--- config.mk ---
export PLATFORM = sky130hd
export DESIGN_NAME = sha256_sequencer
export DESIGN_NICKNAME = d
export VERILOG_FILES = /design/src/rtl/sha256_sequencer.sv
export SDC_FILE = /design/constraint.sdc
export NUM_CORES = 2
export LEC_CHECK = 0
export CORE_AREA = 3 3 601 603
export CTS_BUF_LIST = sky130_fd_sc_hd__clkbuf_4 sky130_fd_sc_hd__clkbuf_8 sky130_fd_sc_hd__clkbuf_16
export CTS_CLUSTER_DIAMETER = 80
export CTS_CLUSTER_SIZE = 16
export DETAILED_ROUTE_END_ITERATION = 7
export DIE_AREA = 0 0 604 606
export PLACE_DENSITY = 0.3
export RECOVER_POWER = 50
export SLEW_MARGIN = 30
export SYNTH_ARGS = -nofsm -noshare
export SYNTH_HDL_FRONTEND = slang
export SYNTH_SLANG_ARGS = --single-unit
--- constraint.sdc ---
create_clock -name clock -period 3.15 [get_ports clock]
set_input_delay 0.63 -clock clock [delete_from_list [all_inputs] [get_ports clock]]
set_output_delay 0.63 -clock clock [all_outputs]
set_load 0.01 [all_outputs]
--- src/rtl/sha256_sequencer.sv ---
// Control sequencer for an external SHA-256 core: walks a padded message
// chunk by chunk through the core's load/expand/round phases and captures the digest.
module sha256_sequencer #(
  parameter int CHUNK_CNT_W = 8
) (
  input  logic                   clock,
  input  logic                   reset,
  input  logic                   start,
  input  logic [CHUNK_CNT_W-1:0] num_chunks,
  input  logic [511:0]           chunk_in,
  input  logic                   chunk_valid,
  output logic                   chunk_ready,
  output logic                   busy,
  output logic [255:0]           hash_out,
  output logic                   hash_valid,
  output logic                   core_reset_n,
  output logic [2:0]             core_state,
  output logic                   core_flag,
  output logic [511:0]           core_chunk,
  input  logic [255:0]           core_hash
);

  typedef enum logic [2:0] {
    S_IDLE,
    S_INIT,
    S_WAIT,
    S_LOAD,
    S_EXPAND,
    S_ROUND,
    S_FINAL,
    S_DONE
  } state_t;

  localparam logic [6:0] EXPAND_LAST = 7'd47;
  localparam logic [6:0] ROUND_LAST  = 7'd63;
  localparam logic [CHUNK_CNT_W-1:0] ONE_CHUNK = CHUNK_CNT_W'(1);

  state_t                 state, state_nxt;
  logic [6:0]             cyc, cyc_nxt;
  logic [CHUNK_CNT_W-1:0] remaining, remaining_nxt;

  // LOAD and EXPAND share code 3 on the core bus; core_flag tells them apart.
  function automatic logic [2:0] core_code(input state_t s);
    case (s)
      S_IDLE:   core_code = 3'd0;
      S_INIT:   core_code = 3'd1;
      S_WAIT:   core_code = 3'd2;
      S_LOAD:   core_code = 3'd3;
      S_EXPAND: core_code = 3'd3;
      S_ROUND:  core_code = 3'd4;
      S_FINAL:  core_code = 3'd5;
      S_DONE:   core_code = 3'd6;
      default:  core_code = 3'd0;
    endcase
  endfunction

  assign core_reset_n = ~reset;

  always_comb begin
    // NOTE: every output of this block is given a default first so no path
    // leaves it unassigned, which would otherwise infer a latch.
    state_nxt     = state;
    cyc_nxt       = cyc;
    remaining_nxt = remaining;
    case (state)
      S_IDLE: begin
        if (start) begin
          state_nxt     = S_INIT;
          remaining_nxt = (num_chunks == '0) ? ONE_CHUNK : num_chunks;
        end
      end
      S_INIT: state_nxt = S_WAIT;
      S_WAIT: begin
        if (chunk_valid) state_nxt = S_LOAD;
      end
      S_LOAD: begin
        state_nxt = S_EXPAND;
        cyc_nxt   = '0;
      end
      S_EXPAND: begin
        if (cyc == EXPAND_LAST) begin
          state_nxt = S_ROUND;
          cyc_nxt   = '0;
        end else begin
          cyc_nxt = cyc + 7'd1;
        end
      end
      S_ROUND: begin
        if (cyc == ROUND_LAST) begin
          cyc_nxt = '0;
          // Later chunks skip INIT so the core keeps its chaining value.
          if (remaining > ONE_CHUNK) begin
            remaining_nxt = remaining - ONE_CHUNK;
            state_nxt     = S_WAIT;
          end else begin
            state_nxt = S_FINAL;
          end
        end else begin
          cyc_nxt = cyc + 7'd1;
        end
      end
      S_FINAL: state_nxt = S_DONE;
      S_DONE:  state_nxt = S_IDLE;
      default: state_nxt = S_IDLE;
    endcase
  end

  // Core-facing outputs are registered from the next state so they line up
  // exactly with the state register.
  always_ff @(posedge clock) begin
    // NOTE: state uses non-blocking assignments so every register here
    // samples pre-edge values, independent of statement order.
    if (reset) begin
      state       <= S_IDLE;
      cyc         <= '0;
      remaining   <= '0;
      core_state  <= 3'd0;
      core_flag   <= 1'b0;
      chunk_ready <= 1'b0;
      busy        <= 1'b0;
      hash_valid  <= 1'b0;
      hash_out    <= '0;
      core_chunk  <= '0;
    end else begin
      state       <= state_nxt;
      cyc         <= cyc_nxt;
      remaining   <= remaining_nxt;
      core_state  <= core_code(state_nxt);
      core_flag   <= (state_nxt == S_EXPAND);
      chunk_ready <= (state_nxt == S_WAIT);
      busy        <= (state_nxt != S_IDLE);
      hash_valid  <= (state == S_DONE);
      if (state == S_DONE) hash_out <= core_hash;
      if ((state == S_WAIT) && chunk_valid) core_chunk <= chunk_in;
    end
  end

endmodule

# After elaboration in Yosys (flattened, before gate mapping)
# Memory sizes are Yosys's and may differ from the RTL's. A register that Yosys moved wholly into a read port is not among the register bits.
# Cells that the tools add are included.
[totals]
romBits = 24
register_bits = 790
output_inout_bits = 776
mem_count = 1
[mem_list]
columns = ["name", "depth", "word_bits", "read_ports", "rd_clocked_by_memory_dff", "write_ports", "line", "rtl"]
rows = [
  ["(name not given)", 8, 3, 1, 1, 0, "44", "case (s)"],
]
[classes]
n_eq_ne = 14
addsub = 2
muxes = 14
n_lt_le_gt_ge = 1
bitwise_logic = 1
n_reduce_logical = 7
[ops]
columns = ["operator", "n"]
rows = [
  ["two-way mux 8 bit", 4],
  ["case mux 3 bit (8 select lines)", 1],
  ["case mux 7 bit (3 select lines)", 1],
  ["case mux 8 bit (2 select lines)", 1],
  ["equality test 3 bit (second input constant)", 5],
  ["two-way mux 3 bit", 5],
  ["equality test 7 x 6 -> 1 bit (second input constant)", 2],
  ["two-way mux 7 bit", 2],
  ["equality test 3 x 2 -> 1 bit (second input constant)", 3],
  ["greater-than comparator 8 x 1 -> 1 bit (second input constant)", 1],
  ["zero test 8 bit", 1],
  ["subtractor 8 x 1 -> 8 bit (second input constant)", 1],
  ["adder 7 x 1 -> 7 bit (second input constant)", 1],
  ["inequality test 2 bit (second input constant)", 3],
  ["nonzero test 3 bit", 2],
  ["AND reduction 4 bit", 1],
  ["equality test 3 x 1 -> 1 bit (second input constant)", 1],
  ["zero test 3 bit", 1],
  ["nonzero test 2 bit", 1],
  ["logical AND 1 bit", 1],
  ["inverter 1 bit", 1],
]

# Depth between registers and ports, before layout
[logic_depth]
word_depth = 5
mapped_depth = 10
depth_no_buf = 9

# Worst setup path before layout
# No wires, ideal clock.
[synth_timing]
path_type = "register to register"
startpoint = "register cyc[0]"
endpoint = "register core_state[1]"
path_buffers = 1
setup_slack_ns = 0.640
t_required_ns = 3.091
arrival_time_ns = 2.451
stages_incl_launch_ff = 11
cell_sequence = "dfxtp_1 -> ha_1 -> nand4_2 -> or3b_1 -> buf_2 -> a211oi_1 -> a21oi_1 -> ha_1 -> maj3_1 -> a21oi_1 -> o31a_1"
[synth_via]
elab_chain_len = 3
word_cells_on_any_way = 5
cone_classes = "eq/ne: 2; mux: 3"
[synth_rtl]
columns = ["element", "line", "rtl"]
rows = [
  ["from (decl)", "39", "logic [6:0] cyc, cyc_nxt;"],
  ["from (signal assigned)", "126", "cyc <= cyc_nxt;"],
  ["equality test 7 x 6 -> 1 bit, on equally long branches", "89, 81", ""],
  ["two-way mux 3 bit, on equally long branches", "89, 81", ""],
  ["case mux 3 bit (8 select lines) (*)", "65", "case (state)"],
  ["to (decl)", "17", "output logic [2:0] core_state,"],
]
# Mark *: on every way between the ends. The rest lies on a longest branch, timed or not.
# A chain may end at the register's enable or synchronous reset.

# Worst setup path after layout
[layout_timing]
startpoint = "register hash_out[225]"
endpoint = "output hash_out[225]"
[layout_rtl]
columns = ["element", "line", "rtl"]
rows = [
  ["from (decl)", "14", "output logic [255:0] hash_out,"],
  ["from (signal assigned)", "133", "if (state == S_DONE) hash_out <= core_hash;"],
]
# No word-level cell between the ends.

==> results.cfg <==
[status]
status = complete, no violations

[synthesis]
ys_seq_elements = 793
synth_area_sq_um = 27400
synth_edf_count = 0
yosys_warnings = 0
synth_cell_types = 52
syn_area_per_cell_sq_um = 7.81
synth_cells = 3505
yosysSeqAreaShare_pct = 58.0
ys.flop_type = dfxtp_1
synthesis.nets = 4290
async_flop_share_pct = 0

[timing]
layout_setup_ws_ps = 155
finClkSkew_ps = 115
slew_viol_final = 0
rsz0062_at_grt = no
setup_viol = 0
fmaxAchievable_mhz = 334
fin_crit_ps = 3000
period_share_pct = 95.1
worst_pin_slew_ps = 1190
maxSlewHeadroom_pct = 21.0
hold_violations = 0
hold_ws_ps = 225

[final_layout]
drive_gt1_share_pct = 5.05
final_cell_mix = 1549 x nand2_1, 1431 x clkdlybuf4s50_1, 793 x dfxtp_1
nets = 5759
final_util_pct = 14.7
seq_area_sq_um = 15900
fin_area_sq_um = 52200
multi_input_area_sq_um = 10500
areaGrowthSynthToFinish_pct = 90.8
final_common_cell = nand2_1
nFillCells = 40600

[clock_tree]
cts_max_path_buffers = 4
cts_sinks = 793
worstSkewPairLatency_ps = 880
cts_hold_buf = 0
clk_pin_slew_ps = 60
cts_tree = yes
cts_setup_buffers = 0
numCtsBuffers = 101
htree_levels = 3
cts_resized = 0
ctsRootBufferMaster = clkbuf_16

[floorplanning]
coreArea_sq_um = 356000
ios = 1556
die_w_microns = 604
start_util_pct = 7.69
die_y_microns = 606
rows = 219
die_area_sq_um = 366000

[power_and_ir_drop]
powerDensity_nw_per_um2 = 518
max-vdd-ir-drop_v = 0.000478
p_leak_nw = 16.6
power_mw = 27.0

[placement]
numPortBuffers = 1555
place_area_sq_um = 48900
hpwl_mm = 231
place_congestion = 0.864
pre_cts_ws_ps = 24.5

[global_route]
grt.overflow.total = 0
antenna_found_initial = 215
grt_max_degree = 152
grt_pass1_vias = 30700
grt_use_total_pct = 14.1
grt_pass1_wl_mm = 338

[detailed_routing]
wire_per_inst_microns = 27.5
drcViolationCount = 0
drt_pass1_iterations = 5
drtIter0Drc = 1952
vias = 31400
routed_via_density = 3.19
drtAntennaViolNets = 0
routed_wl_mm = 270

[worst_setup_path]
cp.arrival_ps = 2370
crit_buf_inv = 1
path_max_fanout = 2
crit_required_ps = 2520
critical_path.slowest_cell = clkdlybuf4s50_1
endpoint_kind = output pin
critPathLaunchType = register
max_stage_delay_ps = 1150
cp_cell_sequence = clkdlybuf4s50_1
cp_top_family = buffers and inverters
crit_type = reg -> out
rrSetupSlack_ps = 240

[hold_path]
hold_class = in -> reg

[job]
drv_cap = 0
==> stage by stage <==
stage | std cells | setup TNS [ps]
floorplan | 3505 | 0
global placement | 9622 | -32.8
detailed placement | 9622 | 0
CTS | 9804 | 0
global route | 9810 | 0
finish | 9830 | 0
==> report_power, final <==
group	internal (mW)	switching [mW]	total [mW]	leakage, nW
sequential	10.4	0.245	10.6	6.40
combinational	1.75	1.92	3.67	8.44
clock	6.92	5.84	12.8	1.73
total	19.0	8.00	27.0	16.6
==> cell type report <==
class / instances / area share [%]
clock inverters: 64 / 1.57
well taps: 4751 / 11.4
diodes: 26 / 0.125
repair buffers: 1633 / 31.2
inverters: 6 / 0.0431
clock buffers: 118 / 5.18
multi-input cells: 2439 / 20.1
flip-flops and latches: 793 / 30.4
==> routing by layer <==
layer / track usage (%) / routed length [microns] / up-vias
met1: 15.9 / 104000 / 15000
li1: - / - / 14300
met5: 0 / 223 / -
met2: 24.2 / 129000 / 1497
met3: 6.22 / 29500 / 537
met4: 3.16 / 7740 / 32
==> synthesized netlist by cell type, types with 2 or more instances <==
master        n  share of area (%)
nand3_1       5              0.091
nand2_1    1549                 21
dfxtp_1     793                 58
a21oi_1     782                 14
or3_1         3              0.069
o32ai_1       2              0.064
nor2_1       17               0.23
and3_1        4              0.091
o31a_1        3              0.096
a211oi_1      3              0.082
o21ai_0       9               0.16
nor2b_1       3              0.069
clkbuf_1    256                3.5
o311ai_2      2               0.12
nand3b_1      2              0.055
nor4_1        4              0.091
a2bb2oi_1     2              0.064
buf_2         2              0.037
nand2b_1      2              0.046
buf_1         8               0.11
inv_1         6              0.082
o31ai_1       2              0.055
o22ai_1       2              0.046
a22oi_1       2              0.055
xor2_1        2              0.064
nor3_1        9               0.16
ha_1          5               0.23
nor4b_1       2              0.064
==> state kept, by name, summed over array words and instances (netlist names) <==
register     count
state            3
busy             1
cyc              7
hash_valid       1
core_state       3
chunk_ready      1
core_flag        1
remaining        8
hash_out       256
core_chunk     512
==> path summary, 6_finish.rpt <==
path                  from         endpoint  cells past startpoint
max          hash_out[225]    hash_out[225]                      1
min                  reset  core_chunk[418]                      2
max reg2reg       state[1]     hash_out[22]                      5
min reg2reg    hash_out[9]      hash_out[9]                      2
==> cells by family (layout without fill, tap and decap cells) <==
logic type                 Yosys count  in the layout  share of synthesized area (%)
xor gates and xnor gates             2              2                         0.0640
and+or+nand+nor                   1610           1610                           22.5
buffers and inverters              273           1821                           3.78
adders and majority gates            6              6                          0.265
DFF                                793            793                           58.0
AOI/OAI and AO/OA                  820            820                           15.4
muxes                                1              1                         0.0366
other                                0             26                              0
(Power assumes the default switching activity.)
